$ cat config.mk
export PLATFORM = sky130hd
export DESIGN_NAME = spi_host_frame_tx
export DESIGN_NICKNAME = d
export VERILOG_FILES = /design/src/rtl/spi_frame_pkg.sv /design/src/rtl/spi_sck_divider.sv /design/src/rtl/spi_host_frame_tx.sv
export SDC_FILE = /design/constraint.sdc
export NUM_CORES = 1
export LEC_CHECK = 0
export CORE_ASPECT_RATIO = 1.5
export CORE_MARGIN = 2
export CORE_UTILIZATION = 30
export CTS_CLUSTER_SIZE = 12
export DETAILED_ROUTE_END_ITERATION = 8
export HOLD_SLACK_MARGIN = 0.15
export PLACE_DENSITY = 0.53
export REMOVE_ABC_BUFFERS = 1
export SLEW_MARGIN = 5
export SYNTH_ARGS = -nofsm -noshare
export SYNTH_HDL_FRONTEND = slang
export SYNTH_SLANG_ARGS = --single-unit
$ cat constraint.sdc
create_clock -name clk -period 2.7 [get_ports clk]
set_clock_uncertainty 0.1 [all_clocks]
set_input_delay 0.675 -clock clk [delete_from_list [all_inputs] [get_ports clk]]
set_output_delay 0.675 -clock clk [all_outputs]
set_load 0.005 [all_outputs]
$ cat src/rtl/spi_frame_pkg.sv
// Shared SPI framing types: command codes, host FSM states, and the segment record size.
package spi_frame_pkg;

  typedef enum logic [7:0] {
    CMD_NO_OP      = 8'd0,
    CMD_STATUS     = 8'd1,
    CMD_WRITE_FIFO = 8'd2
  } command_e;

  localparam int SegmentBytes = 4;

  typedef enum logic [2:0] {
    ST_IDLE,
    ST_CS_SETUP,
    ST_SHIFT,
    ST_CS_HOLD,
    ST_GAP
  } host_state_e;

endpackage

$ cat src/rtl/spi_sck_divider.sv
// SPI clock generator: sck idles low while disabled and toggles every ClkDiv clk cycles when enabled.
// rise_o/fall_o are high on the clk cycle whose closing edge changes sck.
module spi_sck_divider #(
  parameter int ClkDiv = 4
) (
  input  logic clk,
  input  logic reset,
  input  logic en_i,
  output logic rise_o,
  output logic fall_o,
  output logic sck_o
);

  localparam logic [7:0] DivMax = 8'(ClkDiv - 1);

  logic [7:0] div_q, div_d;
  logic       sck_q, sck_d;
  logic       tick;

  assign tick = en_i && (div_q == DivMax);

  // NOTE: every variable gets a default before any branch, so no path leaves it unassigned and no latch is inferred.
  always_comb begin
    div_d = div_q;
    sck_d = sck_q;
    if (!en_i) begin
      div_d = 8'd0;
      sck_d = 1'b0;
    end else if (tick) begin
      div_d = 8'd0;
      sck_d = ~sck_q;
    end else begin
      div_d = div_q + 8'd1;
    end
  end

  // NOTE: state registers use non-blocking assignments so all flops update together at the edge.
  always_ff @(posedge clk) begin
    if (reset) begin
      div_q <= 8'd0;
      sck_q <= 1'b0;
    end else begin
      div_q <= div_d;
      sck_q <= sck_d;
    end
  end

  assign rise_o = tick && !sck_q;
  assign fall_o = tick && sck_q;
  assign sck_o  = sck_q;

endmodule

$ cat src/rtl/spi_host_frame_tx.sv
// SPI mode-0 host that frames one command byte plus 0..MaxPayload payload bytes per accepted request.
// Optional build macro SPI_HOST_FRAME_TX_RESP_ALL_EN exposes every received MISO byte.
module spi_host_frame_tx
  import spi_frame_pkg::*;
#(
  parameter int ClkDiv     = 4,
  parameter int MaxPayload = SegmentBytes,
  parameter int CsSetup    = 2,
  parameter int CsGap      = 4,
  localparam int LenW      = $clog2(MaxPayload) + 1
) (
  input  logic                    clk,
  input  logic                    reset,
  input  logic                    cmd_valid,
  output logic                    cmd_ready,
  input  logic [7:0]              cmd,
  input  logic [8*MaxPayload-1:0] payload,
  input  logic [LenW-1:0]         payload_len,
  output logic                    resp_valid,
  output logic [7:0]              resp_status,
  output logic                    busy,
  output logic                    spi_sck,
  output logic                    spi_mosi,
  output logic                    spi_cs,
  input  logic                    spi_miso
`ifdef SPI_HOST_FRAME_TX_RESP_ALL_EN
  ,
  output logic                    resp_byte_valid,
  output logic [7:0]              resp_byte
`endif
);

  localparam logic [7:0]      SetupMax = 8'(CsSetup - 1);
  localparam logic [7:0]      GapMax   = 8'(CsGap - 1);
  localparam logic [LenW-1:0] LenMax   = LenW'(MaxPayload);

  host_state_e             state_q, state_d;
  logic [7:0]              tmr_q, tmr_d;
  logic [2:0]              bit_q, bit_d;
  logic [LenW-1:0]         idx_q, idx_d;
  logic [LenW-1:0]         len_q, len_d;
  logic [7:0]              sh_q, sh_d;
  logic [8*MaxPayload-1:0] payload_q, payload_d;
  logic [7:0]              rx_q, rx_d;
  logic [7:0]              stat_cap_q, stat_cap_d;
  logic [7:0]              resp_status_q, resp_status_d;
  logic                    resp_valid_q, resp_valid_d;
  logic                    cs_q, cs_d;
  logic [1:0]              sync_q;
`ifdef SPI_HOST_FRAME_TX_RESP_ALL_EN
  logic [7:0]              byte_q, byte_d;
  logic                    byte_valid_q, byte_valid_d;
`endif

  logic sck_rise, sck_fall;

  spi_sck_divider #(.ClkDiv(ClkDiv)) u_div (
    .clk   (clk),
    .reset (reset),
    .en_i  (state_q == ST_SHIFT),
    .rise_o(sck_rise),
    .fall_o(sck_fall),
    .sck_o (spi_sck)
  );

  always_comb begin
    state_d       = state_q;
    tmr_d         = tmr_q;
    bit_d         = bit_q;
    idx_d         = idx_q;
    len_d         = len_q;
    sh_d          = sh_q;
    payload_d     = payload_q;
    rx_d          = rx_q;
    stat_cap_d    = stat_cap_q;
    resp_status_d = resp_status_q;
    resp_valid_d  = 1'b0;
    cs_d          = cs_q;
`ifdef SPI_HOST_FRAME_TX_RESP_ALL_EN
    byte_d        = byte_q;
    byte_valid_d  = 1'b0;
`endif

    if (sck_rise) rx_d = {rx_q[6:0], sync_q[1]};

    case (state_q)
      ST_IDLE: begin
        tmr_d = 8'd0;
        if (cmd_valid) begin
          state_d   = ST_CS_SETUP;
          cs_d      = 1'b0;
          sh_d      = cmd;
          payload_d = payload;
          len_d     = (payload_len > LenMax) ? LenMax : payload_len;
          idx_d     = '0;
          bit_d     = 3'd0;
        end
      end
      ST_CS_SETUP: begin
        if (tmr_q == SetupMax) begin
          tmr_d   = 8'd0;
          state_d = ST_SHIFT;
        end else begin
          tmr_d = tmr_q + 8'd1;
        end
      end
      ST_SHIFT: begin
        if (sck_fall) begin
          if (bit_q == 3'd7) begin
            // Byte boundary: rx_q holds all 8 bits since the last rise was half a period ago.
            bit_d = 3'd0;
            if (idx_q == '0) stat_cap_d = rx_q;
`ifdef SPI_HOST_FRAME_TX_RESP_ALL_EN
            byte_d       = rx_q;
            byte_valid_d = 1'b1;
`endif
            if (idx_q < len_q) begin
              idx_d     = idx_q + LenW'(1);
              sh_d      = payload_q[7:0];
              payload_d = payload_q >> 8;
            end else begin
              sh_d    = 8'd0;
              state_d = ST_CS_HOLD;
            end
          end else begin
            bit_d = bit_q + 3'd1;
            sh_d  = {sh_q[6:0], 1'b0};
          end
        end
      end
      ST_CS_HOLD: begin
        if (tmr_q == SetupMax) begin
          tmr_d         = 8'd0;
          cs_d          = 1'b1;
          state_d       = ST_GAP;
          resp_valid_d  = 1'b1;
          resp_status_d = stat_cap_q;
        end else begin
          tmr_d = tmr_q + 8'd1;
        end
      end
      ST_GAP: begin
        if (tmr_q == GapMax) begin
          tmr_d   = 8'd0;
          state_d = ST_IDLE;
        end else begin
          tmr_d = tmr_q + 8'd1;
        end
      end
      default: state_d = ST_IDLE;
    endcase
  end

  always_ff @(posedge clk) begin
    if (reset) begin
      state_q       <= ST_IDLE;
      tmr_q         <= 8'd0;
      bit_q         <= 3'd0;
      idx_q         <= '0;
      len_q         <= '0;
      sh_q          <= 8'd0;
      payload_q     <= '0;
      rx_q          <= 8'd0;
      stat_cap_q    <= 8'd0;
      resp_status_q <= 8'd0;
      resp_valid_q  <= 1'b0;
      cs_q          <= 1'b1;
      sync_q        <= 2'b00;
`ifdef SPI_HOST_FRAME_TX_RESP_ALL_EN
      byte_q        <= 8'd0;
      byte_valid_q  <= 1'b0;
`endif
    end else begin
      state_q       <= state_d;
      tmr_q         <= tmr_d;
      bit_q         <= bit_d;
      idx_q         <= idx_d;
      len_q         <= len_d;
      sh_q          <= sh_d;
      payload_q     <= payload_d;
      rx_q          <= rx_d;
      stat_cap_q    <= stat_cap_d;
      resp_status_q <= resp_status_d;
      resp_valid_q  <= resp_valid_d;
      cs_q          <= cs_d;
      sync_q        <= {sync_q[0], spi_miso};
`ifdef SPI_HOST_FRAME_TX_RESP_ALL_EN
      byte_q        <= byte_d;
      byte_valid_q  <= byte_valid_d;
`endif
    end
  end

  assign cmd_ready   = (state_q == ST_IDLE);
  assign busy        = (state_q != ST_IDLE);
  assign resp_valid  = resp_valid_q;
  assign resp_status = resp_status_q;
  assign spi_cs      = cs_q;
  assign spi_mosi    = sh_q[7];
`ifdef SPI_HOST_FRAME_TX_RESP_ALL_EN
  assign resp_byte_valid = byte_valid_q;
  assign resp_byte       = byte_q;
`endif

endmodule

## After elaboration in Yosys (flattened, before gate mapping)

Cells that the tools add are included.

| operators by class | value |
|---|---|
| $add $sub $neg | 4 |
| $lt $le $gt $ge | 2 |
| equal/unequal tests | 16 |
| multiplexer cells | 34 |
| bitwise operators | 3 |
| reduce and logical (&&, ||, !) cells | 21 |

Operators with widths:

| kind | count |
|---|---|
| two-way mux 32 bit | 4 |
| case mux 32 bit (2 select lines) | 1 |
| two-way mux 8 bit | 6 |
| two-way mux 3 bit | 14 |
| case mux 8 bit (3 select lines) | 1 |
| adder 8 x 1 -> 8 bit (second input constant) | 2 |
| equality test 8 x 2 -> 1 bit (second input constant) | 2 |
| != test 2 bit (second input constant) | 8 |
| case mux 8 bit (2 select lines) | 1 |
| case mux 3 bit (5 select lines) | 1 |
| case mux 3 bit (2 select lines) | 2 |
| equality test 8 x 1 -> 1 bit (second input constant) | 1 |
| AND reduction 7 bit | 1 |
| adder 3 x 1 -> 3 bit (second input constant) | 2 |
| equality test 3 x 2 -> 1 bit (second input constant) | 2 |
| equality test 3 bit (second input constant) | 2 |
| zero test 3 bit | 2 |
| AND reduction 3 bit | 2 |
| nonzero test 3 bit | 2 |
| OR reduction 2 bit | 3 |
| AND reduction 5 bit | 1 |
| AND reduction 2 bit | 2 |
| AND reduction 4 bit | 1 |
| nonzero test 2 bit | 2 |
| 9 further kinds | 15 |

| storage, ports and cells | value |
|---|---|
| flip-flop bits (word level) | 97 |
| word-level logic and storage cells | 95 |

## Depth between registers and ports, before layout

Gate-level depths: netlist of run 1.

| logic depth | value |
|---|---|
| depth after elaboration | 5 |
| depth in mapped cells | 8 |
| depth with buffers taken out | 6 |

## Hierarchy

From an unflattened synthesis of run 1, not the netlist that was laid out.

| second synthesis, totals | value |
|---|---|
| cell total of the unflattened synthesis | 489 |
| area, all modules | 4,689.5 µm² |

By module, submodules not included:

| module | instances | cells an instance | area an instance (µm²) |
|---|---|---|---|
| spi_host_frame_tx | 1 | 444 | 4,292.9 |
| spi_sck_divider | 1 | 45 | 396.6 |

## Worst setup path before layout of run 1

Ideal clock, no wire load.

| path | value |
|---|---|
| path kind | reg2reg |
| start | register len_q[2] |
| end | register idx_q[1] |
| setup time | 0.072 ns |
| arrival time | 1.932 ns |
| required time | 2.528 ns |
| setup slack | 0.597 ns |
| stages on the path, launching flop included | 9 |
| cell sequence | dfxtp_1 inv_1 ha_1 and2_1 a211oi_2 o211a_1 buf_4 buf_4 mux2i_1 |

| between the ends | value |
|---|---|
| longest elaborated chain between the ends | 3 |

RTL lines:

| what | line | source |
|---|---|---|
| from (decl) | spi_host_frame_tx.sv:41 | `logic [LenW-1:0] len_q, len_d;` |
| from (signal assigned) | spi_host_frame_tx.sv:178 | `len_q <= len_d;` |
| less-than comparator 3 bit | spi_host_frame_tx.sv:117 | `if (idx_q < len_q) begin` |
| != test 2 bit (no line) | n/a |  |
| AND reduction 5 bit (no line) | n/a |  |
| to (signal assigned) | spi_host_frame_tx.sv:177 | `idx_q <= idx_d;` |
| to (decl) | spi_host_frame_tx.sv:40 | `logic [LenW-1:0] idx_q, idx_d;` |

Every way passes these cells.
A chain may end at the register's enable or synchronous reset.

## Final worst setup path of run 1

| path | value |
|---|---|
| start | register state_q[2] |
| end | output cmd_ready |

| between the ends | value |
|---|---|
| longest elaborated chain between the ends | 1 |

RTL lines:

| what | line | source |
|---|---|---|
| from (decl) | spi_host_frame_tx.sv:37 | `host_state_e state_q, state_d;` |
| from (signal assigned) | spi_host_frame_tx.sv:174 | `state_q <= state_d;` |
| zero test 3 bit | spi_host_frame_tx.sv:194 | `assign cmd_ready = (state_q == ST_IDLE);` |
| to (decl) | spi_host_frame_tx.sv:15 | `output logic cmd_ready,` |

Every way passes these cells.

==> results of run 1 <==
## critical path: stages (launching register included)
cell and delay, ps:
dfxtp_1 350, or2_2 320, nor2_1 220, clkdlybuf4s50_1 560
## path summary, 6_finish.rpt
kind	startpoint	endpoint	slack, ps
worst min-delay path	sync_q[0]	sync_q[1]	340
worst max register to register	u_div.div_q[0]	payload_q[3]	330
worst min register to register	sync_q[0]	sync_q[1]	340
worst max-delay path	state_q[2]	cmd_ready	130
## flip-flops by register name, indices dropped and copies added, names as in the netlist, 3 cells and up
signal / count
u_div.div_q: 8
stat_cap_q: 8
tmr_q: 8
rx_q: 8
sh_q: 8
resp_status: 8
payload_q: 32
len_q: 3
state_q: 3
idx_q: 3
bit_q: 3
## layer usage
metal | global-route usage [%] | up-vias | wire length (um)
met5 | 0 | - | 0
met4 | 7.24 | 0 | 310
met3 | 1.92 | 17 | 277
met2 | 26.9 | 64 | 6240
met1 | 16.8 | 1888 | 5160
li1 | - | 1930 | -
## kinds of logic after synthesis
group	after synthesis	share of synthesized area (%)
AOI/OAI and AO/OA	126	22.2
xor gates and xnor gates	8	1.51
adders and majority gates	9	2.43
buffers and inverters	55	5.22
DFF	97	41.9
muxes	51	11.0
and+or+nand+nor	139	15.6
## cell usage after synthesis (all sizes together), types with 3 or more instances
| cell type | instances | area [um^2] |
|---|---|---|
| a21oi | 20 | 100 |
| ha | 9 | 113 |
| nand3 | 14 | 70.1 |
| nor2b | 5 | 31.3 |
| a211oi | 9 | 72.6 |
| mux2i | 51 | 510 |
| and3 | 12 | 75.1 |
| xor2 | 6 | 52.6 |
| nor4 | 11 | 75.1 |
| a31o | 9 | 78.8 |
| nand2 | 23 | 86.3 |
| a22oi | 4 | 30.0 |
| nor3 | 7 | 35.0 |
| clkbuf | 23 | 86.3 |
| o211a | 26 | 260 |
| o2111ai | 24 | 210 |
| dfxtp | 97 | 1940 |
| nor2 | 44 | 165 |
| o21ai | 9 | 45.0 |
| nand2b | 3 | 18.8 |
| o211ai | 3 | 27.5 |
| inv | 11 | 41.3 |
| buf | 21 | 114 |
| a221oi | 7 | 61.3 |
| nand4 | 4 | 31.3 |
## metrics by stage
| step | TNS, ps | cells | area (um^2) | setup WS [ps] |
|---|---|---|---|---|
| 2_1_floorplan | -11100 | 441 | 4430 | -350 |
| 3_3_place_gp | 0 | 723 | 5480 | 164 |
| 3_5_place_dp | 0 | 723 | 5480 | 144 |
| 4_1_cts | 0 | 739 | 5770 | 90.8 |
| 5_1_grt | 0 | 739 | 5770 | 70.2 |
| 6_report | 0 | 739 | 5770 | 133 |
## final cells by class
type                       instances  area share (%)
clock buffer                       9            3.90
tap                              199            4.31
clock inverter                     7            1.21
sequential                        97            33.6
multi-input combinational        333            42.5
timing repair buffer              83            13.7
inverter                          11           0.715
## report_power, final
group | internal [mW] | switching, mW
clock network | 0.651 | 0.615
registers | 1.69 | 0.173
logic | 0.731 | 0.896
total | 3.07 | 1.68
==> results.sh, run 1 <==
export IMPL_vdd_drop_max_v=0.000366
export IMPL_syn_cell_area_um2=4630
export IMPL_multi_input_area_um2=2450
export IMPL_path_clk_slew_ps=70
export IMPL_worstSetupStartpointType="register"
export IMPL_clockBufferDepth=2
export IMPL_initial_core_util_pct=30.7
export IMPL_boundaryPins=61
export IMPL_fillers=1482
export IMPL_power_mw=4.76
export IMPL_area_delta_synth_final_pct=24.7
export IMPL_min_period_ps=2570
export IMPL_grt_first_pass_wirelength_um=19500
export IMPL_portBuffers=60
export IMPL_avgViaCountPerCell=5.28
export IMPL_slew_headroom_pct=39.5
export IMPL_via_count=3899
export IMPL_synth_edf_count=0
export IMPL_die_h_um=156
export IMPL_dp_hpwl_um=8220
export IMPL_cts_hold_buffers=0
export IMPL_synth_area_per_cell_um2=9.55
export IMPL_first_pass_iters=4
export IMPL_die_area_um2=16500
export IMPL_grt_pass1_vias=3890
export IMPL_nets=591
export IMPL_finalWirelength_um=12000
export IMPL_drive_above_1_share_pct=11.5
export IMPL_rows=55
export IMPL_clock_sinks=97
export IMPL_postCtsSetupBuffers=0
export IMPL_cts_buffers=9
export IMPL_power_density_nw_per_um2=824
export IMPL_crit_fanout=4
export IMPL_synthCells=485
export IMPL_cts_tree="done"
export IMPL_worst_slew_pin_transition_ps=908
export IMPL_drtIter0Drc=153
export IMPL_seq_area_frac_synth_pct=41.9
export IMPL_insertion_delay_ps=350
export IMPL_grt_overflow=0
export IMPL_cts_resized=0
export IMPL_diodes=0
export IMPL_crit_arrival_ps=1790
export IMPL_antenna_found_initial=0
export IMPL_rsz0062_at_grt="no"
export IMPL_hold_viol=0
export IMPL_synth_cell_type_count=60
export IMPL_fmax_ghz=0.390
export IMPL_core_area_um2=15100
export IMPL_postSynth_asyncResetShare_pct=0
export IMPL_rr_worst_depth=6
export IMPL_crit_required_ps=1920
export IMPL_fin_util_pct=38.3
export IMPL_hold_class="reg -> reg"
export IMPL_final_common_cell="dfxtp_1"
export IMPL_drv_slew=0
export IMPL_ys_ff_latch=97
export IMPL_drv_cap=0
export IMPL_min_path_cells=1
export IMPL_ys_flop_type="dfxtp_1"
export IMPL_fin_hold_ws_ps=335
export IMPL_mostFrequentLayoutCells="97 x dfxtp_1, 59 x clkdlybuf4s50_1, 51 x mux2i_1"
export IMPL_die_w_um=105
export IMPL_outcome="complete, no violations"
export IMPL_drc_errors=0
export IMPL_gp_congestion=0.739
export IMPL_drtAntennaViolNets=0
export IMPL_grt_max_degree=43
export IMPL_worst_setup_path_end_kind="output port"
export IMPL_regArea_um2=1940
export IMPL_finalSetupViolations=0
export IMPL_critPathKind="reg -> out"
export IMPL_h_tree_depth=3
export IMPL_p_leak_nw=2.61
export IMPL_fin_crit_sh_pct=95.1
export IMPL_yosys_warnings=0
export IMPL_clockRootBuffer="clkbuf_16"
export IMPL_grt_usage_pct=14.8
export IMPL_drt_wirelength_per_cell_um=16.2
No activity file was read; power rests on OpenSTA's default activity.
==> inputs of run 2 (changes only) <==
--- a/config.mk
+++ b/config.mk
@@ -5,6 +5,7 @@
 export SDC_FILE = /design/constraint.sdc
 export NUM_CORES = 1
 export LEC_CHECK = 0
+export CAP_MARGIN = 20
 export CORE_ASPECT_RATIO = 1.5
 export CORE_MARGIN = 2
 export CORE_UTILIZATION = 30
==> results of run 2 <==
Same layout as run 1: the final DEF is identical, and so are final timing and power.
